### src/rtl/csr_access_unit.sv
// CSR access unit: misa, mscratch, mcycle/mcycleh, mhartid behind a
// valid/ready request port and a held response port (1-cycle latency).
// Ports: clk_i, rst_ni (sync, active-low); req_valid_i/req_ready_o,
// req_addr_i[11:0], req_op_i[1:0] (rd/wr/set/clr), req_wdata_i[31:0];
// rsp_valid_o/rsp_ready_i, rsp_rdata_o[31:0] (pre-op value), rsp_illegal_o.
module csr_access_unit #(
  parameter logic [1:0] CSR_MISA_MXL = 2'd1,
  parameter bit         RV32M        = 1'b1,
  parameter bit         RV32E        = 1'b0
) (
  input  logic        clk_i,
  input  logic        rst_ni,
  input  logic        req_valid_i,
  output logic        req_ready_o,
  input  logic [11:0] req_addr_i,
  input  logic [1:0]  req_op_i,
  input  logic [31:0] req_wdata_i,
  output logic        rsp_valid_o,
  input  logic        rsp_ready_i,
  output logic [31:0] rsp_rdata_o,
  output logic        rsp_illegal_o
);

  localparam logic [1:0] OP_RD  = 2'b00;
  localparam logic [1:0] OP_WR  = 2'b01;
  localparam logic [1:0] OP_SET = 2'b10;
  localparam logic [1:0] OP_CLR = 2'b11;

  localparam logic [31:0] MISA =
      (32'(CSR_MISA_MXL) << 30)
    | (32'(1'b1)        << 20)
    | (32'(RV32M)       << 12)
    | (32'(!RV32E)      << 8)
    | (32'(RV32E)       << 4)
    | (32'(1'b1)        << 2);

  typedef enum logic {IDLE, RESP} state_t;

  state_t state_q, state_d;

  logic [31:0] rdata_q;
  logic        illegal_q;
  logic [31:0] mscratch_q;
  logic [63:0] cycle_q;

  logic        accept;
  logic        sel_misa, sel_mscratch;
  logic        sel_mcycle, sel_mcycleh;
  logic        sel_mhartid;
  logic        hit, is_wr, illegal, commit;
  logic [31:0] old_val, new_val;

  assign accept = (state_q == IDLE) && req_valid_i;

  assign sel_misa     = req_addr_i == 12'h301;
  assign sel_mscratch = req_addr_i == 12'h340;
  assign sel_mcycle   = req_addr_i == 12'hB00;
  assign sel_mcycleh  = req_addr_i == 12'hB80;
  assign sel_mhartid  = req_addr_i == 12'hF14;

  assign hit = sel_misa | sel_mscratch | sel_mcycle
             | sel_mcycleh | sel_mhartid;

  assign is_wr = req_op_i != OP_RD;

  // addr[11:10]==11 marks the read-only CSR space
  assign illegal = !hit || (is_wr && (req_addr_i[11:10] == 2'b11));

  // misa is WARL: a legal write that simply has no target
  assign commit = accept && !illegal && is_wr;

  always_comb begin
    old_val = '0;
    unique case (1'b1)
      sel_misa:     old_val = MISA;
      sel_mscratch: old_val = mscratch_q;
      sel_mcycle:   old_val = cycle_q[31:0];
      sel_mcycleh:  old_val = cycle_q[63:32];
      sel_mhartid:  old_val = '0;
      default:      old_val = '0;
    endcase
  end

  always_comb begin
    new_val = old_val;
    unique case (req_op_i)
      OP_WR:   new_val = req_wdata_i;
      OP_SET:  new_val = old_val | req_wdata_i;
      OP_CLR:  new_val = old_val & ~req_wdata_i;
      default: new_val = old_val;
    endcase
  end

  always_ff @(posedge clk_i) begin
    if (!rst_ni) state_q <= IDLE;
    else         state_q <= state_d;
  end

  always_comb begin
    state_d = state_q;
    unique case (state_q)
      IDLE:    if (req_valid_i) state_d = RESP;
      RESP:    if (rsp_ready_i) state_d = IDLE;
      default: state_d = IDLE;
    endcase
  end

  always_ff @(posedge clk_i) begin
    if (!rst_ni) begin
      rdata_q    <= '0;
      illegal_q  <= 1'b0;
      mscratch_q <= '0;
      cycle_q    <= '0;
    end else begin
      cycle_q <= cycle_q + 64'd1;
      if (accept) begin
        rdata_q   <= illegal ? 32'd0 : old_val;
        illegal_q <= illegal;
      end
      if (commit && sel_mscratch) mscratch_q <= new_val;
      // a counter write wins over the increment; other half holds
      if (commit && sel_mcycle)
        cycle_q <= {cycle_q[63:32], new_val};
      if (commit && sel_mcycleh)
        cycle_q <= {new_val, cycle_q[31:0]};
    end
  end

  assign req_ready_o   = state_q == IDLE;
  assign rsp_valid_o   = state_q == RESP;
  assign rsp_rdata_o   = rdata_q;
  assign rsp_illegal_o = illegal_q;

endmodule

### config.mk
export PLATFORM = sky130hd
export DESIGN_NAME = csr_access_unit
export DESIGN_NICKNAME = d
export VERILOG_FILES = /design/src/rtl/csr_access_unit.sv
export SDC_FILE = /design/constraint.sdc
export NUM_CORES = 1
export LEC_CHECK = 0
export BUFFER_PORTS_ARGS = -buffer_cell sky130_fd_sc_hd__buf_4
export CORE_ASPECT_RATIO = 1.2
export CORE_MARGIN = 5
export CORE_UTILIZATION = 25
export CTS_BUF_LIST = sky130_fd_sc_hd__clkbuf_4 sky130_fd_sc_hd__clkbuf_8
export CTS_CLUSTER_DIAMETER = 60
export CTS_CLUSTER_SIZE = 40
export DETAILED_ROUTE_END_ITERATION = 10
export GPL_TIMING_DRIVEN = 0
export HOLD_SLACK_MARGIN = 0.12
export PLACE_DENSITY = 0.5
export SYNTH_ARGS = -nofsm -noshare
export SYNTH_HDL_FRONTEND = slang
export SYNTH_SLANG_ARGS = --single-unit
### constraint.sdc
create_clock -name clk_i -period 3.2 [get_ports clk_i]
set_input_delay 0.96 -clock clk_i [delete_from_list [all_inputs] [get_ports clk_i]]
set_output_delay 0.96 -clock clk_i [all_outputs]
set_load 0.05 [all_outputs]
==> reports/metrics.cfg, run 1 <==
[status]
status=finished with violations
violations=negative setup slack

[floorplanning]
die_h_um=210
std_cell_rows=73
core_area_um2=33000
ios=85
die_x_um=177
start_util_pct=25.2
dieArea_um2=37100

[setup_path]
end_kind=flop
critPathLaunchType=primary input
startpoint=req_addr_i[5]
timing.rr.start=cycle_q[0]
required_ns=3.53
cp_num_buf_inv=5
crit_arrival_ns=3.54
critPathKind=in2reg
cpMostUsedCell=buf_4
r2r_end=cycle_q[42]
crit_slowest_cell=or4b_1
cp.depth=10
cp_max_fo=10
path_cells=buf_4 -> or4b_1 -> buf_4 -> nor4_4 -> buf_4 -> nand2_1 -> clkbuf_1 -> clkbuf_2 -> a21oi_1 -> a21oi_1
endpoint=mscratch_q[12]
ff2ff_setup_slack_ns=0.15
crit_family=buffers and inverters
rr_worst_depth=7
cp_slowest_stage_delay_ns=0.56

[job]
max_cap_viol_count=0

[clock_tree]
postCtsHoldBufs=0
cts_buffers=17
worstSkewPairLatency_ns=0.48
clock_path_buffers=2
cts-root-buf=clkbuf_8
path_clk_slew_ns=0.08
cts_tree=built
h-tree-depth=4
clock-sinks=130

[layout]
final_cell_mix=dfxtp_1 (130), nand2_1 (129), nor2_1 (106), a21oi_1 (96), buf_4 (93)
drive_gt1_share_pct=19.3
fin_area_um2=10100
synthToLayoutAreaGrowth_pct=21.0
final-seq-area_um2=2600
layout_commonest_cell=dfxtp_1
fill_cells=3652
diodes=0
multi_input_area_um2=5370
layout.nets=1234
fin_cells=1646
final_util_pct=30.6

[global_routing]
track_usage_pct=21.4
antenna_found_initial=1
grt_pass1_vias=9174
grt_max_degree=17
grt.overflow.total=0
grt_pass1_wl_mm=59.8

[placed_design]
hpwl_mm=30.7
place_inst=1610
placed_cell_area_um2=9500
gp_routability_congestion=0.975
io_buffers=81

[routing]
detailroute.via_count=9474
wl_met1_mm=15.6
drc=0
vias_per_cell=5.76
routed_wl_mm=40.5
wl_met2_mm=18.9
antenna_left=0
highest_layer=met5
wl_per_cell_um=24.6
wl_met3_mm=2.92
dr.pass1.iters=6
dr.first_iter.drc_count=1065

[timing]
hold_viol=0
timing.final.crit_share_pct=101
relSlewSlack_pct=30.1
rsz0062_at_grt=no
slew_violations=0
finalSetupViolCount=1
fin_worst_skew_ns=0.0116
max_freq_mhz=311
setup_ws_ns=-0.0181
min_period_ns=3.22
whs_ns=0.458
worst_pin_slew_ns=1.05

[logic_synthesis]
synth-seq-cells=130
ys.warnings.count=0
post_synth_num_cell_types=87
synth_flop_cell=dfxtp_1
synth_edf_count=0
async_flop_share_pct=0
postSynthAreaPerCell_um2=7.72
syn_inst=1078
synth_fp_nets=1129
yosysSeqAreaShare_pct=31.3
syn-cell-area_um2=8320

[min_path]
min-delay-path-class=reg2reg
hold_path_startpoint=mscratch_q[27]

[power_and_ir_drop]
irDropWorstVdd_uv=233
cellLeakagePower_nw=3.42
power_density_nw_per_um2=364

## area by class of cell
class                           instances  area share, %
Tap cell                              450           5.59
Sequential cell                       130           25.8
Timing Repair Buffer                   88           6.68
Buffer                                 75           3.70
Multi-Input combinational cell        853           53.3
Inverter                               18          0.671
Clock buffer                           21           2.68
Clock inverter                         11           1.59
## kinds of logic (layout without fill, tap and decap cells)
group                    Yosys count  after routing  share of synthesized area [%]
AND/OR/NAND/NOR                  425            425                           26.7
AO/OA/AOI/OAI                    369            369                           29.7
flip-flops                       130            130                           31.3
buffers and inverters             95            213                           5.07
multiplexers                      40             40                           5.23
XOR/XNOR                          18             18                           1.89
adder cells (fa/ha/maj)            1              1                          0.150
## Yosys cell counts, drive strengths merged, types with 6 or more instances
master | count | share of area (%)
nand4 | 19 | 1.4
clkbuf | 41 | 1.8
a221oi | 6 | 0.86
o211ai | 6 | 0.54
inv | 18 | 0.81
o21a | 13 | 1.2
nand2 | 129 | 5.8
o22ai | 34 | 2.6
a21o | 10 | 0.90
or3 | 9 | 0.68
buf | 36 | 2.4
and2 | 13 | 0.98
nand3 | 45 | 3.0
and3 | 15 | 1.1
nor3 | 26 | 2.1
nor4 | 20 | 2.8
o31ai | 8 | 0.72
xnor2 | 14 | 1.5
a211oi | 12 | 1.2
a31oi | 20 | 1.5
nor2 | 107 | 4.9
mux2i | 12 | 1.4
a21oi | 97 | 5.9
mux2 | 28 | 3.8
nand2b | 13 | 0.98
dfxtp | 130 | 31
a22oi | 41 | 3.8
o31a | 11 | 1.2
o21ai | 61 | 3.7
## power by group
group / total, mW / switching, mW / internal [mW]
registers: 1.63 / 0.00685 / 1.62
clock network: 1.61 / 0.725 / 0.888
logic: 0.430 / 0.298 / 0.132
## per-layer routing
layer	up-vias	GRT usage, %
li1	4264	-
met3	173	4.29
met5	-	0
met2	546	35.5
met1	4489	25.0
met4	2	14.0
## state kept, by name, indices dropped and copies added (netlist names)
| name | flops |
|---|---|
| rsp_illegal_o | 1 |
| rsp_rdata_o | 32 |
| mscratch_q | 32 |
| cycle_q | 64 |
| rsp_valid_o | 1 |
## worst reg2reg max path: cells and delay by family (launching register included)
family | cells | cell delay, ns
adder cells (fa/ha/maj) | 1 | 0.26
AO/OA/AOI/OAI | 1 | 0.20
multiplexers | 1 | 0.37
flip-flops | 1 | 0.45
AND/OR/NAND/NOR | 4 | 1.67
## what timing repair did
item,in CTS,in global routing
gates cloned,0,0
endpoints found under the setup margin,70,31
resized for setup,16,13
pin swaps,2,3
buffers inserted,3,3
## how the worst min path moves through the flow
stage	slack [ns]	end	depth (start not counted)
floorplan	0.43	mscratch_q[8]	2
global placement	0.44	mscratch_q[19]	2
detailed placement	0.45	mscratch_q[19]	2
CTS	0.46	mscratch_q[27]	2
global route	0.48	mscratch_q[26]	2
finish	0.46	mscratch_q[27]	2
## stage by stage
stage / worst slack, ns / TNS [ns] / power (mW)
after detailed placement: -0.955 / -61.07 / 2.08
final: -0.0181 / -0.0181 / 3.67
after floorplan: 0.168 / 0 / 1.88
after global routing: 0.00178 / 0 / 3.76
after CTS: -0.00292 / -0.00292 / 3.66
after global placement: -0.993 / -63.92 / 2.08
Power figures use the tool's default switching activity.
==> inputs of run 2 (changes only) <==
==> constraint.sdc (replaced) <==
create_clock -name clk_i -period 2.99 [get_ports clk_i]
set_input_delay 0.897 -clock clk_i [delete_from_list [all_inputs] [get_ports clk_i]]
set_output_delay 0.897 -clock clk_i [all_outputs]
set_load 0.05 [all_outputs]
==> run 2 against run 1 <==
  * The run now ends clean
  * Wire length rose by 0.72%
  * Sequential power rose by 7%
  * Core utilization rose by 0.50 points
  * Hold slack barely moved
  * Critical path depth fell by 1
  * Clock skew rose by 0.0026 ns
  * Non-clock buffer count rose by 10
  * Design area rose by 1.6%
  * Clock power rose by 7%
  * Clock-buffer cell count did not move
  * Combinational power rose by 8.6%
  * Cell count rose by 0.61%
  * Largest power group unchanged
==> reports/metrics.cfg, run 2 (synthesized netlist as in run 1, its figures left out) <==
[status]
status=finished clean

[clock_tree]
path_clk_slew_ns=0.07
clock-sinks=130
h-tree-depth=4
worstSkewPairLatency_ns=0.48
clock_path_buffers=2
cts-root-buf=clkbuf_8
cts_buffers=17
postCtsHoldBufs=0
cts_tree=built

[routing]
vias_per_cell=5.82
dr.pass1.iters=6
dr.first_iter.drc_count=1206
drc=0
routed_wl_mm=40.8
wl_per_cell_um=24.6
detailroute.via_count=9646
antenna_left=0

[setup_path]
end_kind=flop
required_ns=3.39
critPathLaunchType=primary input
rr_worst_depth=7
r2r_end=cycle_q[42]
cp_max_fo=10
ff2ff_setup_slack_ns=0.09
critPathKind=in2reg
crit_arrival_ns=3.39
timing.rr.start=cycle_q[0]

[power_and_ir_drop]
swShare_pct=28.1
power_frac_clock_pct=43.9
irDropWorstVdd_uv=251
p_switching_mw=1.11
cellLeakagePower_nw=3.56
combPwrFrac_pct=11.9
pwr-share-seq_pct=44.3
p_int_mw=2.83
power_density_nw_per_um2=384

[timing]
hold_viol=0
timing.final.crit_share_pct=99.8
rsz0062_at_grt=no
slew_violations=0
worst_pin_slew_ns=1.02
fin_worst_skew_ns=0.0142
finalSetupViolCount=0
max_freq_mhz=335
min_period_ns=2.98
relSlewSlack_pct=31.9
setup_tns_ns=0

[global_routing]
antenna_found_initial=1
grt_pass1_wl_mm=60.1
grt_pass1_vias=9213
track_usage_pct=21.5
grt.overflow.total=0
grt_max_degree=17

[floorplanning]
ios=85
die_h_um=210
core_area_um2=33000
dieArea_um2=37100
start_util_pct=25.2
die_x_um=177
std_cell_rows=73

[layout]
layout.nets=1244
largest_reg_flops=64
synthToLayoutAreaGrowth_pct=23.0
diodes=0
drive_gt1_share_pct=20.6
fin_cells=1656
final_cell_mix=dfxtp_1 (130), nand2_1 (129), nor2_1 (106), buf_4 (105), a21oi_1 (96)
top_register=cycle_q
layout_commonest_cell=dfxtp_1

[min_path]
hold_path_startpoint=mscratch_q[27]
min-delay-path-class=reg2reg
holdPathEnd=mscratch_q[27]
hold_depth=2

[job]
max_cap_viol_count=0

[placed_design]
hpwl_mm=30.7
io_buffers=81
place_inst=1610
gp_routability_congestion=0.975

run 2: power by group through the flow:
stage / sequential (mW) / combinational (mW) / clock [mW]
after global routing: 1.74 / 0.486 / 1.80
after CTS: 1.74 / 0.451 / 1.73
after floorplan: 1.79 / 0.222 / 0
after global placement: 1.78 / 0.439 / 0
after detailed placement: 1.78 / 0.439 / 0
final: 1.74 / 0.467 / 1.73
run 2: how the worst max path moves through the flow:
stage                             start           to  slack, ns  cells after the start
final                     req_addr_i[7]  cycle_q[15]      0.005                      9
after CTS                 req_addr_i[5]  cycle_q[35]      0.006                      8
after floorplan           req_addr_i[5]  cycle_q[62]       0.02                      6
after detailed placement  req_addr_i[7]   cycle_q[9]      -1.10                      9
after global placement    req_addr_i[7]   cycle_q[9]      -1.14                      9
after global routing         cycle_q[0]  cycle_q[42]      0.009                      7
run 2: area by class of cell:
type	count	area, um2
fillers	3639	22700
multi-input cells	853	5420
flip-flops and latches	130	2600
repair buffers	98	736
well taps	450	563
plain buffers	75	417
clock buffers	21	270
clock inverters	11	160
inverters	18	67.6
run 2: critical path, stage by stage:
cell	delay (ns)
buf_4	0.10
buf_2	0.34
clkdlybuf4s15_2	0.55
inv_1	0.35
nor3_2	0.39
clkbuf_4	0.36
o21ai_0	0.12
o21ai_0	0.12
o2bb2ai_1	0.13
run 2: stage by stage:
step	hold slack [ns]	setup slack, ns	power (mW)	util (%)	area [um2]
6_report	0.458	0.00541	3.94	31.1	10200
3_5_place_dp	0.448	-1.10	2.22	28.8	9500
4_1_cts	0.461	0.00634	3.93	30.6	10100
3_3_place_gp	0.443	-1.14	2.22	28.8	9490
2_1_floorplan	0.432	0.0213	2.01	-	8320
5_1_grt	0.483	0.00873	4.03	31.1	10200
run 2: what timing repair did:
item | CTS | global route
buffers inserted | 7 | 9
pin swaps | 3 | 6
endpoints found under the setup margin | 94 | 46
gates resized for setup | 32 | 27
run 2: layer usage:
metal  vias up  GRT usage (%)  wire length [um]  share of wire (%)
met5         -              0                 8              0.020
met4         2           14.2              3210                7.9
met3       179           3.98              2790                6.8
met2       563           35.6             18900                 46
met1      4620           25.4             15900                 39
li1       4282              -                 -                  -
